[src/rtl/next_pc_ctrl_pkg.sv]
// -----------------------------------------------------------------------------
// next_pc_ctrl_pkg
//   Shared definitions for the next-PC control slice:
//     - control-transfer kind codes (same encoding as the 4-way PC mux select)
//     - branch funct3 condition codes
//     - fetch-control state encoding
//     - small helper for word-alignment tests
// -----------------------------------------------------------------------------
package next_pc_ctrl_pkg;

  // Control-transfer kind, doubles as the PC mux select code
  localparam logic [1:0] KIND_SEQ  = 2'b00;
  localparam logic [1:0] KIND_BR   = 2'b01;
  localparam logic [1:0] KIND_JAL  = 2'b10;
  localparam logic [1:0] KIND_JALR = 2'b11;

  // Branch conditions (funct3); 010 and 011 are reserved and never taken
  localparam logic [2:0] F3_BEQ  = 3'b000;
  localparam logic [2:0] F3_BNE  = 3'b001;
  localparam logic [2:0] F3_BLT  = 3'b100;
  localparam logic [2:0] F3_BGE  = 3'b101;
  localparam logic [2:0] F3_BLTU = 3'b110;
  localparam logic [2:0] F3_BGEU = 3'b111;

  // Fetch-control states; explicit values keep the legacy encoding
  typedef enum logic [1:0] {
    BOOT = 2'b00,
    RUN  = 2'b01,
    PEND = 2'b10
  } state_t;

  // True when the two address LSBs describe a word-aligned target
  function automatic logic is_word_aligned(input logic [1:0] lsbs);
    return (lsbs == 2'b00);
  endfunction

endpackage

[src/rtl/next_pc_ctrl_branch_cmp.sv]
// -----------------------------------------------------------------------------
// branch_cmp
//   Purely combinational branch-condition evaluator.
//   Ports:
//     funct3 [2:0]     branch condition code
//     rs1    [XLEN-1:0] first operand
//     rs2    [XLEN-1:0] second operand
//     cond             1 when the condition holds (reserved codes give 0)
// -----------------------------------------------------------------------------
module branch_cmp
  import next_pc_ctrl_pkg::*;
#(
  parameter int unsigned XLEN = 32
) (
  input  logic [2:0]      funct3,
  input  logic [XLEN-1:0] rs1,
  input  logic [XLEN-1:0] rs2,
  output logic            cond
);

  logic eq;
  logic lt_s;
  logic lt_u;

  assign eq   = (rs1 == rs2);
  assign lt_s = ($signed(rs1) < $signed(rs2));
  assign lt_u = (rs1 < rs2);

  always_comb begin
    cond = 1'b0;
    case (funct3)
      F3_BEQ:  cond = eq;
      F3_BNE:  cond = ~eq;
      F3_BLT:  cond = lt_s;
      F3_BGE:  cond = ~lt_s;
      F3_BLTU: cond = lt_u;
      F3_BGEU: cond = ~lt_u;
      default: cond = 1'b0;
    endcase
  end

endmodule

[src/rtl/next_pc_ctrl.sv]
// -----------------------------------------------------------------------------
// next_pc_ctrl
//   Control end of the next-PC select path. Resolves branches/jumps coming out
//   of EX, owns the architectural fetch PC, drives the instruction-fetch
//   request handshake and the IF/ID flush.
//
//   Ports:
//     clk, rst_n          core clock (rising edge), async active-low reset
//     ex_valid            EX holds a valid control-transfer candidate
//     ex_kind [1:0]       00 seq, 01 branch, 10 jal, 11 jalr
//     ex_funct3 [2:0]     branch condition
//     ex_pc/ex_imm        PC and sign-extended immediate of the EX instruction
//     ex_rs1_val/rs2_val  register operands
//     stall_in            hazard stall, suppresses a new fetch request
//     if_ready            imem accepts the current request
//     if_req              fetch request valid
//     pc_out              registered fetch address
//     pc_sel              registered select of the last EX transfer
//     branch_check        registered taken flag of the last EX transfer
//     flush               one-cycle IF/ID kill after a redirect lands
//     misalign            one-cycle pulse for a suppressed misaligned target
// -----------------------------------------------------------------------------
module next_pc_ctrl
  import next_pc_ctrl_pkg::*;
#(
  parameter int unsigned      XLEN     = 32,
  parameter logic [XLEN-1:0]  RESET_PC = '0
) (
  input  logic            clk,
  input  logic            rst_n,
  input  logic            ex_valid,
  input  logic [1:0]      ex_kind,
  input  logic [2:0]      ex_funct3,
  input  logic [XLEN-1:0] ex_pc,
  input  logic [XLEN-1:0] ex_imm,
  input  logic [XLEN-1:0] ex_rs1_val,
  input  logic [XLEN-1:0] ex_rs2_val,
  input  logic            stall_in,
  input  logic            if_ready,
  output logic            if_req,
  output logic [XLEN-1:0] pc_out,
  output logic [1:0]      pc_sel,
  output logic            branch_check,
  output logic            flush,
  output logic            misalign
);

  state_t          state;
  logic            hold;
  logic [XLEN-1:0] pend;

  logic            cond;
  logic            is_jump;
  logic            redirect;
  logic            aligned;
  logic            accept;
  logic [XLEN-1:0] br_tgt;
  logic [XLEN-1:0] jalr_tgt;
  logic [XLEN-1:0] target;
  logic [XLEN-1:0] pc_seq;

  branch_cmp #(
    .XLEN (XLEN)
  ) u_branch_cmp (
    .funct3 (ex_funct3),
    .rs1    (ex_rs1_val),
    .rs2    (ex_rs2_val),
    .cond   (cond)
  );

  // Target generation; jalr clears bit 0 of rs1+imm
  always_comb begin
    br_tgt   = ex_pc + ex_imm;
    jalr_tgt = (ex_rs1_val + ex_imm) & {{(XLEN-1){1'b1}}, 1'b0};
    target   = (ex_kind == KIND_JALR) ? jalr_tgt : br_tgt;
    aligned  = is_word_aligned(target[1:0]);
  end

  always_comb begin
    is_jump  = (ex_kind == KIND_JAL) || (ex_kind == KIND_JALR);
    redirect = ex_valid && (is_jump || ((ex_kind == KIND_BR) && cond));
  end

  // Request is combinational so hold keeps it asserted across stalls
  always_comb begin
    if_req = (state != BOOT) && (!stall_in || hold);
    accept = if_req && if_ready;
    pc_seq = pc_out + XLEN'(4);
  end

  always_ff @(posedge clk or negedge rst_n) begin
    if (!rst_n) begin
      state        <= BOOT;
      hold         <= 1'b0;
      pend         <= '0;
      pc_out       <= RESET_PC;
      pc_sel       <= KIND_SEQ;
      branch_check <= 1'b0;
      flush        <= 1'b0;
      misalign     <= 1'b0;
    end else begin
      flush    <= 1'b0;
      misalign <= 1'b0;

      // Once set, hold only clears on acceptance of the stalled request
      if (hold) begin
        hold <= ~accept;
      end else begin
        hold <= if_req & ~if_ready;
      end

      case (state)
        BOOT: begin
          state <= RUN;
        end

        RUN: begin
          if (ex_valid) begin
            pc_sel       <= ex_kind;
            branch_check <= cond & (ex_kind == KIND_BR);
          end

          if (redirect && !aligned) begin
            // Misaligned targets are dropped; fetch carries on sequentially
            misalign <= 1'b1;
            if (accept) begin
              pc_out <= pc_seq;
            end
          end else if (redirect && hold && !accept) begin
            // Outstanding request must keep its address; park the target
            pend  <= target;
            state <= PEND;
          end else if (redirect) begin
            pc_out <= target;
            flush  <= 1'b1;
          end else if (accept) begin
            pc_out <= pc_seq;
          end
        end

        PEND: begin
          if (accept) begin
            pc_out <= pend;
            flush  <= 1'b1;
            state  <= RUN;
          end
        end

        default: begin
          state <= BOOT;
        end
      endcase
    end
  end

endmodule
[config.mk]
export PLATFORM = sky130hd
export DESIGN_NAME = next_pc_ctrl
export DESIGN_NICKNAME = d
export VERILOG_FILES = /design/src/rtl/next_pc_ctrl_pkg.sv /design/src/rtl/next_pc_ctrl_branch_cmp.sv /design/src/rtl/next_pc_ctrl.sv
export SDC_FILE = /design/constraint.sdc
export NUM_CORES = 1
export LEC_CHECK = 0
export ABC_AREA = 1
export BUFFER_PORTS_ARGS = -buffer_cell sky130_fd_sc_hd__buf_2
export CAP_MARGIN = 20
export CELL_PAD_IN_SITES_DETAIL_PLACEMENT = 1
export CELL_PAD_IN_SITES_GLOBAL_PLACEMENT = 1
export CORE_MARGIN = 10
export CORE_UTILIZATION = 36
export DETAILED_ROUTE_END_ITERATION = 16
export PLACE_DENSITY_LB_ADDON = 0.1
export SYNTH_ARGS = -nofsm -noshare
export SYNTH_HDL_FRONTEND = slang
export SYNTH_SLANG_ARGS = --single-unit
[constraint.sdc]
create_clock -name clk -period 2.11 [get_ports clk]
set_input_delay 0 -clock clk [delete_from_list [all_inputs] [get_ports clk]]
set_output_delay 0 -clock clk [all_outputs]
set_load 0.03 [all_outputs]
Word-level counts from Yosys, hierarchy flattened
Cells that the tools add are included.
{ "classes": {"add_sub_neg": 3, "magnitude_cmp": 2, "eq_ne": 15, "n_mux": 20, "bitwise_logic": 8, "n_reduce_logical": 22} }
{ "ops": {"columns": ["op", "n"], "rows": [
  ["two-way mux 32 bit", 6],
  ["adder 32 bit", 2],
  ["less-than comparator 32 bit", 2],
  ["one-hot mux 32 bit (2 select lines)", 1],
  ["adder 32 x 3 -> 32 bit, second input constant", 1],
  ["equality test 32 bit", 1],
  ["equality test 3 bit, second input constant", 4],
  ["AND reduction 3 bit", 3],
  ["logical AND 1 bit", 7],
  ["two-way mux 1 bit", 7],
  ["equality test 2 bit, second input constant", 3],
  ["two-way mux 2 bit", 3],
  ["!= test 2 bit, second input constant", 3],
  ["NOT 1 bit", 6],
  ["one-hot mux 1 bit (6 select lines)", 1],
  ["one-hot mux 2 bit (3 select lines)", 1],
  ["equality test 2 x 1 -> 1 bit, second input constant", 2],
  ["logical NOT 2 bit", 2],
  ["nonzero test 2 bit", 2],
  ["equality test 3 x 1 -> 1 bit, second input constant", 1],
  ["logical NOT 1 bit", 3],
  ["logical NOT 3 bit", 1],
  ["logical OR 1 bit", 3],
  ["!= test 3 bit, second input constant", 1],
  ["other kinds (3)", 4]
]} }
{ "totals": {"reg_bits": 72, "input_bits": 138, "out_inout_bits": 38, "elab_cells": 78} }

Depth between registers and ports, before layout
{ "depth": {"depth_word": 11, "depth_mapped": 25, "depth_no_buf": 24} }

By module
From an unflattened synthesis, not the netlist that was laid out.
{ "hier_totals": {"hier_cells": 1847, "hier_area_um2": 10299.9} }
{ "by_module_without_submodules": {"columns": ["mod", "n_inst", "cells_each", "area_per_inst_um2", "seq_area_each_um2"], "rows": [
  ["next_pc_ctrl", 1, 1678, 9312.7, 1801.7],
  ["branch_cmp", 1, 169, 987.2, 0.0]
]} }

Least setup slack after synthesis
Ideal clock, no wire load.
{ "synth_path": {"path_kind": "register to register", "start": "reg state[0]", "end": "reg pc_out[27]", "setup_ns": 0.117, "arrival_time_ns": 2.256, "required_time_ns": 1.993, "setup_slack_ns": -0.263, "stages_incl_launch_ff": 16, "n_path_buf": 0, "synth_period_minus_slack_ns": 2.373, "path_cell_list": "dfrtp_1 inv_1 ha_1 a21oi_4 nand2_4 nor3_2 nand3_1 nor2_4 nand4_2 nor2_1 nand2_1 xor2_1 nand3_1 nand3_1 nand2_1 nand2_1"} }
{ "synth_via": {"elab_chain_len": 8, "word_cells_on_any_way": 16, "cone_classes": "eq/ne (4); mux (5); reduce/logical (7)"} }
{ "synth_rtl": {"columns": ["item", "line_no", "rtl"], "rows": [
  ["from (decl)", "next_pc_ctrl.sv:48", "state_t state;"],
  ["from (signal assigned)", "next_pc_ctrl.sv:93", "state <= BOOT;"],
  ["from (signal assigned)", "next_pc_ctrl.sv:114", "state <= RUN;"],
  ["from (signal assigned)", "next_pc_ctrl.sv:132", "state <= PEND;"],
  ["nonzero test 2 bit (*)", "next_pc_ctrl.sv:86", "if_req = (state != BOOT) && (!stall_in || hold);"],
  ["logical AND 1 bit (*)", "next_pc_ctrl.sv:86", null],
  ["via if_req", "next_pc_ctrl.sv:40", "output logic if_req,"],
  ["logical AND 1 bit (*)", "next_pc_ctrl.sv:87", "accept = if_req && if_ready;"],
  ["two-way mux 32 bit (4 in a row)", null, null],
  ["one-hot mux 32 bit (2 select lines)", "next_pc_ctrl.sv:112", "case (state)"],
  ["to (signal assigned)", "next_pc_ctrl.sv:127", "pc_out <= pc_seq;"],
  ["to (signal assigned)", "next_pc_ctrl.sv:134", "pc_out <= target;"],
  ["to (signal assigned)", "next_pc_ctrl.sv:137", "pc_out <= pc_seq;"],
  ["to (decl)", "next_pc_ctrl.sv:41", "output logic [XLEN-1:0] pc_out,"]
]} }
Mark *: on every way through the listed nets, which the timed path passes. The rest lies on a longest branch. The select of a mux whose other input is x is not followed.
A chain may end at the register's enable or synchronous reset.

Worst setup path in the final report
{ "layout_path": {"start": "reg state[1]", "end": "reg pc_out[20]"} }
{ "layout_via": {"elab_chain_len": 8, "word_cells_on_any_way": 16, "cone_classes": "eq/ne (4); mux (5); reduce/logical (7)"} }
{ "layout_rtl": {"columns": ["item", "line_no"], "rows": [
  ["nonzero test 2 bit", "next_pc_ctrl.sv:86"],
  ["logical AND 1 bit", "next_pc_ctrl.sv:86"],
  ["logical AND 1 bit", "next_pc_ctrl.sv:87"],
  ["two-way mux 32 bit (4 in a row)", null],
  ["one-hot mux 32 bit (2 select lines)", "next_pc_ctrl.sv:112"]
]} }
Parallel ways exist; a longest one is shown, timed or not. The select of a mux whose other input is x is not followed.

==> impl_metrics.prom <==
# TYPE chip_impl_metric gauge
chip_impl_info{name="min_delay_src",value="ex_kind[1]"} 1
chip_impl_metric{name="grt_first_pass_wirelength",unit="um"} 68600
chip_impl_metric{name="peakVddDrop",unit="mV"} 0.8330
chip_impl_metric{name="finalCriticalPeriod",unit="ns"} 2.589
chip_impl_metric{name="worst-endpoint-required",unit="ns"} 2.39
chip_impl_metric{name="syn-num-nets",unit=""} 1795
chip_impl_metric{name="critPathMaxStageDelay",unit="ns"} 0.38
chip_impl_metric{name="detailroute.via_count",unit=""} 13140
chip_impl_metric{name="clock_tree.buffer_depth",unit=""} 2
chip_impl_metric{name="worst-path-max-fanout",unit=""} 3
chip_impl_metric{name="finClkSkew",unit="ns"} 0.01035
chip_impl_metric{name="maxSlewViolCount",unit=""} 0
chip_impl_metric{name="overall_routed_net_length",unit="um"} 49900
chip_impl_info{name="endpoint_kind",value="flip-flop"} 1
chip_impl_metric{name="hold_violations",unit=""} 0
chip_impl_metric{name="worst_slack",unit="ns"} -0.4786
chip_impl_metric{name="placed_cells_incl_taps",unit=""} 2343
chip_impl_metric{name="first_global_vias",unit=""} 13490
chip_impl_metric{name="synthToLayoutAreaGrowth",unit="%"} 60.78
chip_impl_metric{name="place.port_buffers",unit=""} 175
chip_impl_metric{name="min_path_cells",unit=""} 3
chip_impl_info{name="run_status",value="complete, but fails checks"} 1
chip_impl_info{name="crit_path_cell_trace",value="inv_2 > ha_4 > a21oi_4 > nand2_4 > nor3_4 > nand4_4 > nor2_4 > buf_4 > buf_6 > nand3_4 > nor3_4 > xor2_1 > nand3_1 > nand3_1 > nand2_1 > nand2_1"} 1
chip_impl_metric{name="num-fill-cells",unit=""} 3461
chip_impl_metric{name="r2r_setup_slack",unit="ns"} -0.48
chip_impl_metric{name="power_density",unit="nW/um2"} 763.6
chip_impl_metric{name="worst_r2r_path_depth",unit=""} 16
chip_impl_info{name="mostFrequentLayoutCell",value="nand2_1"} 1
chip_impl_metric{name="synthDistinctLibCells",unit=""} 42
chip_impl_metric{name="synth-seq-cells",unit=""} 72
chip_impl_metric{name="route.detailed.drc",unit=""} 0
chip_impl_info{name="worst_r2r_endpoint",value="pc_out[20]"} 1
chip_impl_metric{name="worstSkewPairLatency",unit="ns"} 0.35
chip_impl_metric{name="register_area",unit="um2"} 1802
chip_impl_metric{name="numCtsBuffers",unit=""} 9
chip_impl_metric{name="route.antenna.remaining_nets",unit=""} 0
chip_impl_metric{name="synth-warning-count",unit=""} 0
chip_impl_metric{name="total_leakage_power",unit="nW"} 8.266
chip_impl_info{name="critPathSlowestCell",value="dfrtp_1"} 1
chip_impl_metric{name="finalCoreUtilization",unit="%"} 58.53
chip_impl_info{name="worstSetupStartpointType",value="flip-flop"} 1
chip_impl_metric{name="synth-async-reset-ratio",unit="%"} 100.0
chip_impl_metric{name="die-area",unit="um2"} 33070
chip_impl_metric{name="num_rows",unit=""} 59
chip_impl_metric{name="timing.max_slew.rel_slack",unit="%"} 60.54
chip_impl_info{name="violated_checks",value="negative setup slack"} 1
chip_impl_info{name="worst_hold_path.endpoint",value="pc_sel[1]"} 1
chip_impl_metric{name="ioPinCount",unit=""} 176
chip_impl_metric{name="clock-sinks",unit=""} 72
chip_impl_metric{name="combined_area_of_the_multi_input_logic_cells",unit="um2"} 7695
chip_impl_metric{name="global_route_usage_over_all_layers",unit="%"} 25.01
chip_impl_metric{name="detail_route.first_pass.iterations",unit=""} 5
chip_impl_metric{name="antenna_found_initial",unit=""} 0
chip_impl_metric{name="start_util",unit="%"} 36.40
chip_impl_metric{name="synthesis.area",unit="um2"} 9432
chip_impl_metric{name="cts-htree-levels",unit=""} 3
chip_impl_metric{name="synthesis.area_per_instance",unit="um2"} 6.054
chip_impl_info{name="main_flop_type_after_synthesis",value="dfrtp_1"} 1
chip_impl_metric{name="critical_path_arrival",unit="ns"} 2.87
chip_impl_metric{name="synth.yosys.seq_area_share",unit="%"} 19.10
chip_impl_info{name="grt_setup_unrepaired",value="true"} 1
chip_impl_metric{name="syn-instance-count",unit=""} 1558
chip_impl_metric{name="nets",unit=""} 2303
chip_impl_info{name="critical_path.reg2reg.startpoint",value="state[1]"} 1
chip_impl_info{name="cts_root_buf",value="clkbuf_16"} 1
chip_impl_info{name="most-common-layout-cells",value="383 x nand2_1, 317 x buf_4, 214 x inv_1"} 1
chip_impl_metric{name="drt-vias-per-instance",unit=""} 5.459
chip_impl_metric{name="synth_enable_flop_cells",unit=""} 0
chip_impl_metric{name="grt_overflow",unit=""} 0
chip_impl_metric{name="drt-wirelength-per-cell",unit="um"} 20.74
chip_impl_metric{name="cts.clk_slew.worst_paths",unit="ns"} 0.06
chip_impl_metric{name="final_min_period_over_clock_period",unit="%"} 122.7
chip_impl_metric{name="dp.final_hpwl",unit="um"} 34960
chip_impl_metric{name="layoutNonFillerInstCount",unit=""} 2406
chip_impl_metric{name="height_of_the_chip",unit="um"} 181.9
chip_impl_metric{name="final_layout_size_suffix_gt1_share",unit="%"} 37.28
chip_impl_metric{name="timing_worst_slew_pin_value",unit="ns"} 0.5873
chip_impl_metric{name="gp_congestion",unit=""} 0.8928
chip_impl_metric{name="max_freq",unit="GHz"} 0.3863
chip_impl_metric{name="diodes",unit=""} 0
chip_impl_metric{name="setup_viol",unit=""} 61
chip_impl_metric{name="max_cap_viol_count",unit=""} 0
chip_impl_info{name="hold_removal_path_class",value="in -> reg"} 1
chip_impl_info{name="tritoncts",value="built"} 1
chip_impl_metric{name="die_w",unit="um"} 181.9
chip_impl_info{name="worst-setup-path-type",value="reg -> reg"} 1
chip_impl_metric{name="maximum_number_of_pins_on_one_net_before_global_route_repair",unit=""} 73
chip_impl_metric{name="core_region_area",unit="um2"} 25910
chip_impl_metric{name="first_iter_violations",unit=""} 734
==> power breakdown <==
part           leakage [nW]  switching (mW)  internal [mW]  total, mW
clock                 0.170           0.673           1.19       1.86
sequential            0.925           0.551           1.85       2.40
combinational          7.17            4.37           2.95       7.31
total                  8.27            5.59           5.99       11.6
==> layer usage <==
metal | up-vias | wire (um) | GRT usage (%)
li1 | 6132 | - | -
met5 | - | 0 | 0
met1 | 6445 | 19510 | 29.84
met3 | 148 | 2058 | 2.386
met4 | 0 | 2137 | 5.695
met2 | 410 | 26190 | 46.82
==> flip-flops by register name (all words and copies together), names as in the netlist, named ones only <==
signal	flops
branch_check	1
flush	1
misalign	1
pc_out	32
pc_sel	2
pend	32
state	2
==> worst max-delay path, delay by kind of cell (launching register included) <==
family / cells / cell delay (ns)
buffers and inverters: 3 / 0.31
AO/OA/AOI/OAI: 1 / 0.15
AND/OR/NAND/NOR: 10 / 1.30
XOR/XNOR: 1 / 0.21
flip-flops: 1 / 0.38
adder cells (fa/ha/maj): 1 / 0.17
==> layout make-up <==
class	count	area share [%]
clock buffers	11	1.601
clock inverters	5	0.6848
inverters	239	6.023
multi-input cells	1210	50.74
flip-flops and latches	72	11.88
well taps	335	2.764
repair buffers	534	26.30
==> timing repair <==
action                                  in CTS  in global routing
endpoints found under the setup margin      61                 67
gates resized for setup                     40                285
pin swaps                                   17                 62
setup buffers                               14                 22
gates cloned                                 2                  8
hold buffers                                 3                  0
hold endpoints to repair                    74                  0
==> cell usage after synthesis (2+ instances only) <==
cell type,number,area [um2]
o21bai_1,9,67.56
clkbuf_2,2,10.01
nand4_2,3,37.54
nand2_2,3,18.77
buf_1,2,7.510
nand3b_1,4,30.03
a21o_1,7,52.55
nor2_4,2,22.52
buf_6,3,33.78
nand4_1,56,350.3
buf_2,9,45.04
ha_1,97,1214
o211ai_1,5,37.54
nor3_2,2,20.02
a21boi_0,5,37.54
dfrtp_1,72,1802
xnor2_1,12,105.1
nor2_1,118,442.9
a31oi_1,6,37.54
buf_4,6,45.04
nand3_1,144,720.7
nor3_1,19,95.09
xor2_1,23,201.4
inv_2,4,15.01
nand2_1,450,1689
or2_2,2,12.51
inv_1,235,882.1
o21ai_1,14,70.07
fa_1,2,40.04
clkbuf_1,15,56.30
a21oi_1,107,535.5
nor4_1,3,18.77
nor2_2,3,18.77
o21ai_0,94,470.5
o21a_1,13,97.59
==> kinds of logic (layout without fill, tap and decap cells) <==
family,count (synthesis),count (layout),synth area share [%]
and+or+nand+nor,813,813,37.45
buffers and inverters,276,789,11.61
AOI/OAI and AO/OA,262,262,15.18
adders and majority gates,99,99,13.29
DFF,72,72,19.10
xor gates and xnor gates,35,35,3.250
muxes,1,1,0.1194
==> metrics by stage <==
| step | power, mW | instance area [um2] | TNS [ns] | hold WS [ns] | setup slack, ns |
|---|---|---|---|---|---|
| after CTS | 10.23 | 13720 | -1.110 | 0.03876 | -0.1204 |
| final | 11.58 | 15160 | -7.584 | 0.08591 | -0.4786 |
| after global routing | 12.17 | 15160 | -15.20 | 0.1370 | -0.5800 |
| after floorplan | 5.566 | 9448 | -1.765 | -0.2956 | -0.2192 |
| after detailed placement | 8.079 | 13020 | -25.92 | 0.06561 | -0.5543 |
| after global placement | 7.833 | 13020 | -20.26 | 0.06513 | -0.3992 |
==> how the worst max path moves through the flow <==
stage	end	slack, ns	depth (start not counted)	startpoint
2_1_floorplan	pc_out[28]	-0.22	15	state[0]
3_3_place_gp	state[1]	-0.40	20	ex_rs1_val[27]
3_5_place_dp	state[0]	-0.55	21	ex_rs1_val[27]
4_1_cts	pc_out[29]	-0.12	16	state[1]
5_1_grt	pc_out[20]	-0.58	16	state[1]
6_report	pc_out[20]	-0.48	16	state[1]
Note: power is estimated with default switching activity, not from simulation.
